`config.mk`:
```
export PLATFORM = sky130hd
export DESIGN_NAME = multicycle_control
export DESIGN_NICKNAME = d
export VERILOG_FILES = /design/src/rtl/multicycle_control.sv
export SDC_FILE = /design/constraint.sdc
export NUM_CORES = 1
export LEC_CHECK = 0
export CAP_MARGIN = 15
export CELL_PAD_IN_SITES_DETAIL_PLACEMENT = 1
export CELL_PAD_IN_SITES_GLOBAL_PLACEMENT = 1
export CORE_UTILIZATION = 26
export CTS_CLUSTER_SIZE = 40
export DETAILED_ROUTE_END_ITERATION = 8
export GPL_ROUTABILITY_DRIVEN = 0
export PLACE_DENSITY = 0.87
export SYNTH_ARGS = -nofsm -noshare
export SYNTH_HDL_FRONTEND = slang
export SYNTH_SLANG_ARGS = --single-unit
```
`constraint.sdc`:
```
create_clock -name clk -period 2.4 [get_ports clk]
set_input_delay 0.24 -clock clk [delete_from_list [all_inputs] [get_ports clk]]
set_output_delay 0.24 -clock clk [all_outputs]
set_load 0.05 [all_outputs]
```
`src/rtl/multicycle_control.sv`:
```
// multicycle_control: FETCH/DECODE/EXEC/MEM/WB controller with memory ready handshake.
// Define MULTICYCLE_CTRL_TIMEOUT_EN to bound memory waits and raise bus_err on timeout.
module multicycle_control #(
   parameter int OPCODE_W       = 4,
   parameter int ALU_W          = 4,
   parameter int TIMEOUT_CYCLES = 64
) (
   input  logic                clk,
   input  logic                reset,
   input  logic [OPCODE_W-1:0] opcode,
   input  logic                eq,
   input  logic                mem_ready,
   output logic                mem_req,
   output logic                mem_we,
   output logic                addr_sel,
   output logic                ir_we,
   output logic                mdr_we,
   output logic                pc_we,
   output logic [1:0]          pc_sel,
   output logic                alu_b_sel,
   output logic                wb_sel,
   output logic                rf_we,
   output logic [ALU_W-1:0]    alu_op,
   output logic [2:0]          state,
   output logic                retire,
   output logic                illegal,
   output logic                bus_err
);
   typedef enum logic [2:0] {FETCH = 3'd0, DECODE = 3'd1, EXEC = 3'd2, MEM = 3'd3, WB = 3'd4} state_t;
   state_t state_q, state_d;
   logic legal, is_lw, is_sw, dec_bsel, wait_to;
   logic [3:0] op4;
   logic [ALU_W-1:0] dec_alu;

   always_comb begin
      op4      = opcode[3:0];
      legal    = opcode <= OPCODE_W'(15);
      is_lw    = legal && op4 == 4'hE;
      is_sw    = legal && op4 == 4'hF;
      dec_bsel = legal && op4 >= 4'hA && op4 <= 4'hD;
      dec_alu  = !legal ? '0 :
                 (op4 <= 4'h6 || op4 == 4'hA || op4 == 4'hB || op4 == 4'hD) ? ALU_W'(op4) :
                 op4 == 4'hC ? ALU_W'(4) : '0;
   end

`ifdef MULTICYCLE_CTRL_TIMEOUT_EN
   localparam int CW = $clog2(TIMEOUT_CYCLES) + 1;
   logic [CW-1:0] cnt_q, cnt_d;
   assign wait_to = (state_q == FETCH || state_q == MEM) && !mem_ready && cnt_q == CW'(TIMEOUT_CYCLES - 1);
   // Counter restarts whenever a new wait phase begins, including a retried fetch.
   always_comb begin
      cnt_d = cnt_q;
      if (state_d != state_q || bus_err) cnt_d = '0;
      else if (mem_req && !mem_ready) cnt_d = cnt_q + CW'(1);
   end
   always_ff @(posedge clk or negedge reset)
      if (!reset) cnt_q <= '0;
      else cnt_q <= cnt_d;
`else
   assign wait_to = 1'b0;
`endif

   always_ff @(posedge clk or negedge reset)
      if (!reset) state_q <= FETCH;
      else state_q <= state_d;

   assign state = state_q;

   always_comb begin
      state_d   = state_q;
      mem_req   = 1'b0;
      mem_we    = 1'b0;
      addr_sel  = 1'b0;
      ir_we     = 1'b0;
      mdr_we    = 1'b0;
      pc_we     = 1'b0;
      pc_sel    = 2'd0;
      alu_b_sel = 1'b0;
      wb_sel    = 1'b0;
      rf_we     = 1'b0;
      alu_op    = '0;
      retire    = 1'b0;
      illegal   = 1'b0;
      bus_err   = 1'b0;
      case (state_q)
         FETCH: begin
            mem_req = 1'b1;
            if (mem_ready) begin
               ir_we   = 1'b1;
               state_d = DECODE;
            end else if (wait_to) bus_err = 1'b1;
         end
         DECODE: state_d = EXEC;
         EXEC: begin
            alu_op    = dec_alu;
            alu_b_sel = dec_bsel;
            state_d   = FETCH;
            if (!legal) begin
               illegal = 1'b1;
               pc_we   = 1'b1;
            end else if (op4 == 4'h7 || op4 == 4'h8 || op4 == 4'h9) begin
               pc_we  = 1'b1;
               retire = 1'b1;
               pc_sel = op4 == 4'h7 ? 2'd2 : (op4 == 4'h8) == eq ? 2'd1 : 2'd0;
            end else state_d = (is_lw || is_sw) ? MEM : WB;
         end
         MEM: begin
            mem_req   = 1'b1;
            addr_sel  = 1'b1;
            alu_b_sel = 1'b1;
            alu_op    = ALU_W'(4);
            mem_we    = is_sw;
            if (mem_ready) begin
               mdr_we  = !is_sw;
               pc_we   = is_sw;
               retire  = is_sw;
               state_d = is_sw ? FETCH : WB;
            end else if (wait_to) begin
               bus_err = 1'b1;
               pc_we   = 1'b1;
               state_d = FETCH;
            end
         end
         WB: begin
            rf_we     = 1'b1;
            pc_we     = 1'b1;
            retire    = 1'b1;
            wb_sel    = is_lw;
            alu_op    = dec_alu;
            alu_b_sel = dec_bsel;
            state_d   = FETCH;
         end
         default: state_d = FETCH;
      endcase
      if (!reset) begin
         mem_req   = 1'b0;
         mem_we    = 1'b0;
         addr_sel  = 1'b0;
         ir_we     = 1'b0;
         mdr_we    = 1'b0;
         pc_we     = 1'b0;
         pc_sel    = 2'd0;
         alu_b_sel = 1'b0;
         wb_sel    = 1'b0;
         rf_we     = 1'b0;
         alu_op    = '0;
         retire    = 1'b0;
         illegal   = 1'b0;
         bus_err   = 1'b0;
      end
   end
endmodule

```
* Yosys cells after proc, flatten, opt, wreduce, memory -nomap -nowiden *
Index checks and enable logic that the tools add are counted.

word-level totals
  output and inout bits = 21
  word-level logic and storage cells = 83
  input port bits = 8
  flip-flop bits (word level) = 3

operators by class
  reductions and logical operators = 15
  muxes and demuxes = 47
  equality and inequality tests = 16
  $lt $le $gt $ge = 4

operators by type and width
  operator                                                         number
  == test 4 bit (second input constant)                            8
  2-to-1 mux 1 bit                                                 27
  2-to-1 mux 3 bit                                                 7
  2-to-1 mux 4 bit                                                 3
  one-hot mux 3 bit (4 select lines)                               1
  2-to-1 mux 2 bit                                                 5
  less-or-equal comparator 4 bit (second input constant)           2
  one-hot mux 4 bit (2 select lines)                               1
  == test 3 x 2 -> 1 bit (second input constant)                   2
  logical OR 1 bit                                                 6
  one-hot mux 1 bit (3 select lines)                               2
  == test 4 x 3 -> 1 bit (second input constant)                   1
  >= comparator 4 bit (second input constant)                      1
  less-or-equal comparator 4 x 3 -> 1 bit (second input constant)  1
  logical AND 1 bit                                                4
  != test 2 bit (second input constant)                            2
  OR reduction 2 bit                                               2
  == test 3 x 1 -> 1 bit (second input constant)                   1
  == test 3 bit (second input constant)                            1
  logical NOT 3 bit                                                1
  one-hot mux 1 bit (2 select lines)                               1
  AND reduction 2 bit                                              1
  == test 1 bit                                                    1
  logical NOT 1 bit                                                1

* Logic depth before layout (Yosys ltp) *
  word-level depth = 8
  gate-level depth with buffers = 5
  depth with buffers taken out = 3

* Worst setup path before layout *
Ideal clock, no wire load.

  path kind = register -> output
  start point = register state_q[2], in the netlist state[2]
  end point = output wb_sel
  stages on the path, launching flop included = 4
  required time = 2.160 ns
  arrival = 2.792 ns
  setup slack = -0.632 ns
  buffers on the path = 0
  cell sequence = dfrtp_1 nor3b_2 and2_1 nor3b_1

on the way
  longest elaborated chain between the ends = 3

ends and longest elaborated chain
  what                    line  text
  from (decl)             30    state_t state_q, state_d;
  from (signal assigned)  65    else state_q <= state_d;
  == test 3 bit           85    case (state_q)
  2-to-1 mux 1 bit        85
  2-to-1 mux 1 bit        135   if (!reset) begin
  to (decl)               21    output logic wb_sel,

No other way between the ends.

* Worst setup path in the final report *
  start point = input opcode[3]
  end point = output retire

on the way
  longest elaborated chain between the ends = 7
  elaborated cells between the ends (all ways) = 13
  those cells by class = order compare (1); eq/ne (4); mux (5); reduce/logical (3)

ends and longest elaborated chain
  what                                                            line  text
  from (decl)                                                     10    input logic [OPCODE_W-1:0] opcode,
  == test 4 x 3 -> 1 bit / == test 4 bit (equally long branches)  101   end else if (op4 == 4'h7 || op4 == 4'h8 || op4 == 4'h9) begin
  logical OR 1 bit (2 in a row)                                   101
  2-to-1 mux 1 bit                                                101
  2-to-1 mux 1 bit                                                98    if (!legal) begin
  one-hot mux 1 bit (3 select lines) (*)                          85
  2-to-1 mux 1 bit (*)                                            135
  to (decl)                                                       25    output logic retire,

Every way passes the cells marked *; elsewhere a longest branch is shown, timed or not.

==> results.md <==
- Die Ht: 45.8 µm
- Most frequent cells after synthesis: inv_1 (4), nor2_1 (4), nor3_1 (4), o21ai_0 (4)
- EDFF count, synth: 0
- CORE AREA: 1760 µm²
- Gate Count Post-Synth: 67
- Fin. Hold Viols: 0
- Gr ovfl total: 0
- Clock root cell: clkbuf_4
- Psw: 476 µW
- Internal Dissipation: 376 µW
- FILL cells: 213
- RSZ-0062 raised after global routing: no
- Vias: 602
- Ports: 29
- DIE WIDTH: 45.8 µm
- Full die area: 2100 µm²
- CP endpoint kind: output pin
- Initial antenna violation count: 0
- Clock share of power: 0.102
- Crit-path max FO: 9
- Largest net degree at the start of global routing: 15
- Min Tclk post-route: 2160 ps
- Initial Utilization: 0.283
- Synth area leader: dfrtp_1
- First-pass GRT wire length: 2770 µm
- Netlist cell types: 35
- Clock Path Buffers: 2
- CP peak stage delay: 430 ps
- Final nets: 102
- Critical path class: input port to output pin
- Drt drc: 0
- H-tree Lvls: 1
- MaxCap Viol Count: 0
- Final setup violation count: 0
- Layout area overhead: 84.7%
- Hold buffers post-CTS: 0
- Max-slew headroom: 0.640
- Vias per inst: 5.10
- Status: complete, no violations
- Final Non-Filler Cells: 118
- Synthesized area per cell: 7.45 µm²
- Max-slew violations: 0
- Flop pwr share: 0.187
- Final WL: 1670 µm
- Inst Count DP: 114
- Layout cells sized above 1: 0.323
- Top cells by area, synth: dfrtp_1 (15%), a2111oi_4 (5.5%), buf_4 (4.5%)
- Comb pwr share: 0.711
- CTS tree: done
- Hpwl dp: 1350 µm
- Fmax: 463 MHz
- # Post-CTS Setup Buffers: 0
- Vias in the first global route: 607
- XOR/XNOR share of the synthesized area: 0.0526
- Setup Skew: 2.12 ps
- Clk slew on worst S/H paths: 40 ps
- Total track usage: 0.184
- Synth Area in Compound Gates: 0.241
- Lkg Pwr: 0.000351 µW
- Period utilization: 0.900
- Worst-skew pair later-pin latency: 230 ps
- Gates resized, CTS repair: 0
- Mapped cell area: 499 µm²
- Post-synth top area share: 0.150
- Max IR drop VDD: 0.431 mV
- Worst Tran Pin Value: 540 ps
- Sequential-to-total area share from yosys stat: 0.150
- Power Density: 924 nW/µm²
- WL/cell: 14.2 µm
- Ant diodes: 0
- CTS buffer count: 3
- WHS: 289 ps
- Adder-cell share of the synthesized area: 0.0201
- 1st-iter DRT viols: 7
- Port Buf Inserts: 26
- DR pass1 iterations: 4
- Min-Delay Path Class: input port to async pin
- Switching Share: 0.558
- Core Util, Final: 0.523
- Syn. warnings: 0
- Post-synthesis mux area share: 0
- Primary FF master, synth: dfrtp_1
- Largest family of logic cells by synthesized area: simple AND/OR/NAND/NOR gates
- Max reg flops: 3
- Seq cells post-synth: 3
- Clock Sinks: 3
- Synth Area in Simple Gates: 0.386
- FFs w/ async S/R, synth: 1.00
- Slowest cell on crit path: clkdlybuf4s50_1
- Critical Path AT: 1920 ps
- Critical path cell sequence: clkdlybuf4s50_1, buf_4, nand4b_1, a2111oi_4, o31a_1, buf_12
- WP data required: 2160 ps
- Startpoint types: input port
- Std-Cell Rows: 15
- Routed Antenna Nets: 0
[kinds of logic (layout without fill, tap and decap cells)]
kind of cell	count (synthesis)	after routing
simple gates	31	31
compound gates	15	15
buf+inv	13	38
xor+xnor	3	3
flops	3	3
fa+ha+maj	1	1
other cells	1	2
[routing by layer]
layer,up-vias,track usage,routed length [µm]
met5,-,0,0
met4,0,0.0176,19
met3,2,0.0437,68
met2,17,0.317,878
met1,295,0.239,705
li1,288,-,-
[critical path, delay by kind of cell]
| family | cells | cell delay [ps] |
|---|---|---|
| AOI/OAI and AO/OA | 2 | 640 |
| buffers and inverters | 3 | 780 |
| and+or+nand+nor | 1 | 250 |
[power groups by stage]
stage,logic [µW],registers [µW],clock network (µW)
2_1_floorplan,364,182,0
4_1_cts,613,161,89.7
5_1_grt,642,169,98.1
6_report,606,160,86.5
3_5_place_dp,611,160,0
3_3_place_gp,599,153,0
[worst paths after layout]
path / startpoint / to / slack, ps / cells past startpoint
worst min-delay path: reset / state[2]$_DFFE_PN0P_ / 290 / 1
worst max-delay path: opcode[3] / retire / 240 / 6
max in group asynchronous: reset / state[1]$_DFFE_PN0P_ / 1850 / 1
min in group clk: state[2]$_DFFE_PN0P_ / state[1]$_DFFE_PN0P_ / 680 / 1
worst min register to register: state[2]$_DFFE_PN0P_ / state[1]$_DFFE_PN0P_ / 680 / 1
worst max register to register: state[0]$_DFFE_PN0P_ / state[2]$_DFFE_PN0P_ / 800 / 3
[placed cells by master (no fill, tap or decap), types with 4 or more instances in the layout]
cell type        netlist  layout
buf_4                  3       8
buf_12                 0      12
inv_1                  4       4
o21ai_0                4       4
clkdlybuf4s50_1        0      10
[layout make-up]
class,count,area (µm²),area share
Multi-Input combinational cell,52,374,0.406
Sequential cell,3,75.1,0.0814
Tap cell,25,31.3,0.0339
Inverter,4,15.0,0.0163
Timing Repair Buffer,30,400,0.434
Clock buffer,4,26.3,0.0285
[per-stage QoR]
| stage | setup TNS, ps | area (µm²) | setup slack (ps) | total power [µW] |
|---|---|---|---|---|
| finish | 0 | 922 | 241 | 852 |
| global route | 0 | 922 | 139 | 909 |
| CTS | 0 | 922 | 219 | 863 |
| detailed placement | 0 | 896 | 225 | 771 |
| global placement | 0 | 896 | 298 | 752 |
| floorplan | -160 | 520 | -160 | 546 |
(Power assumes the default switching activity.)
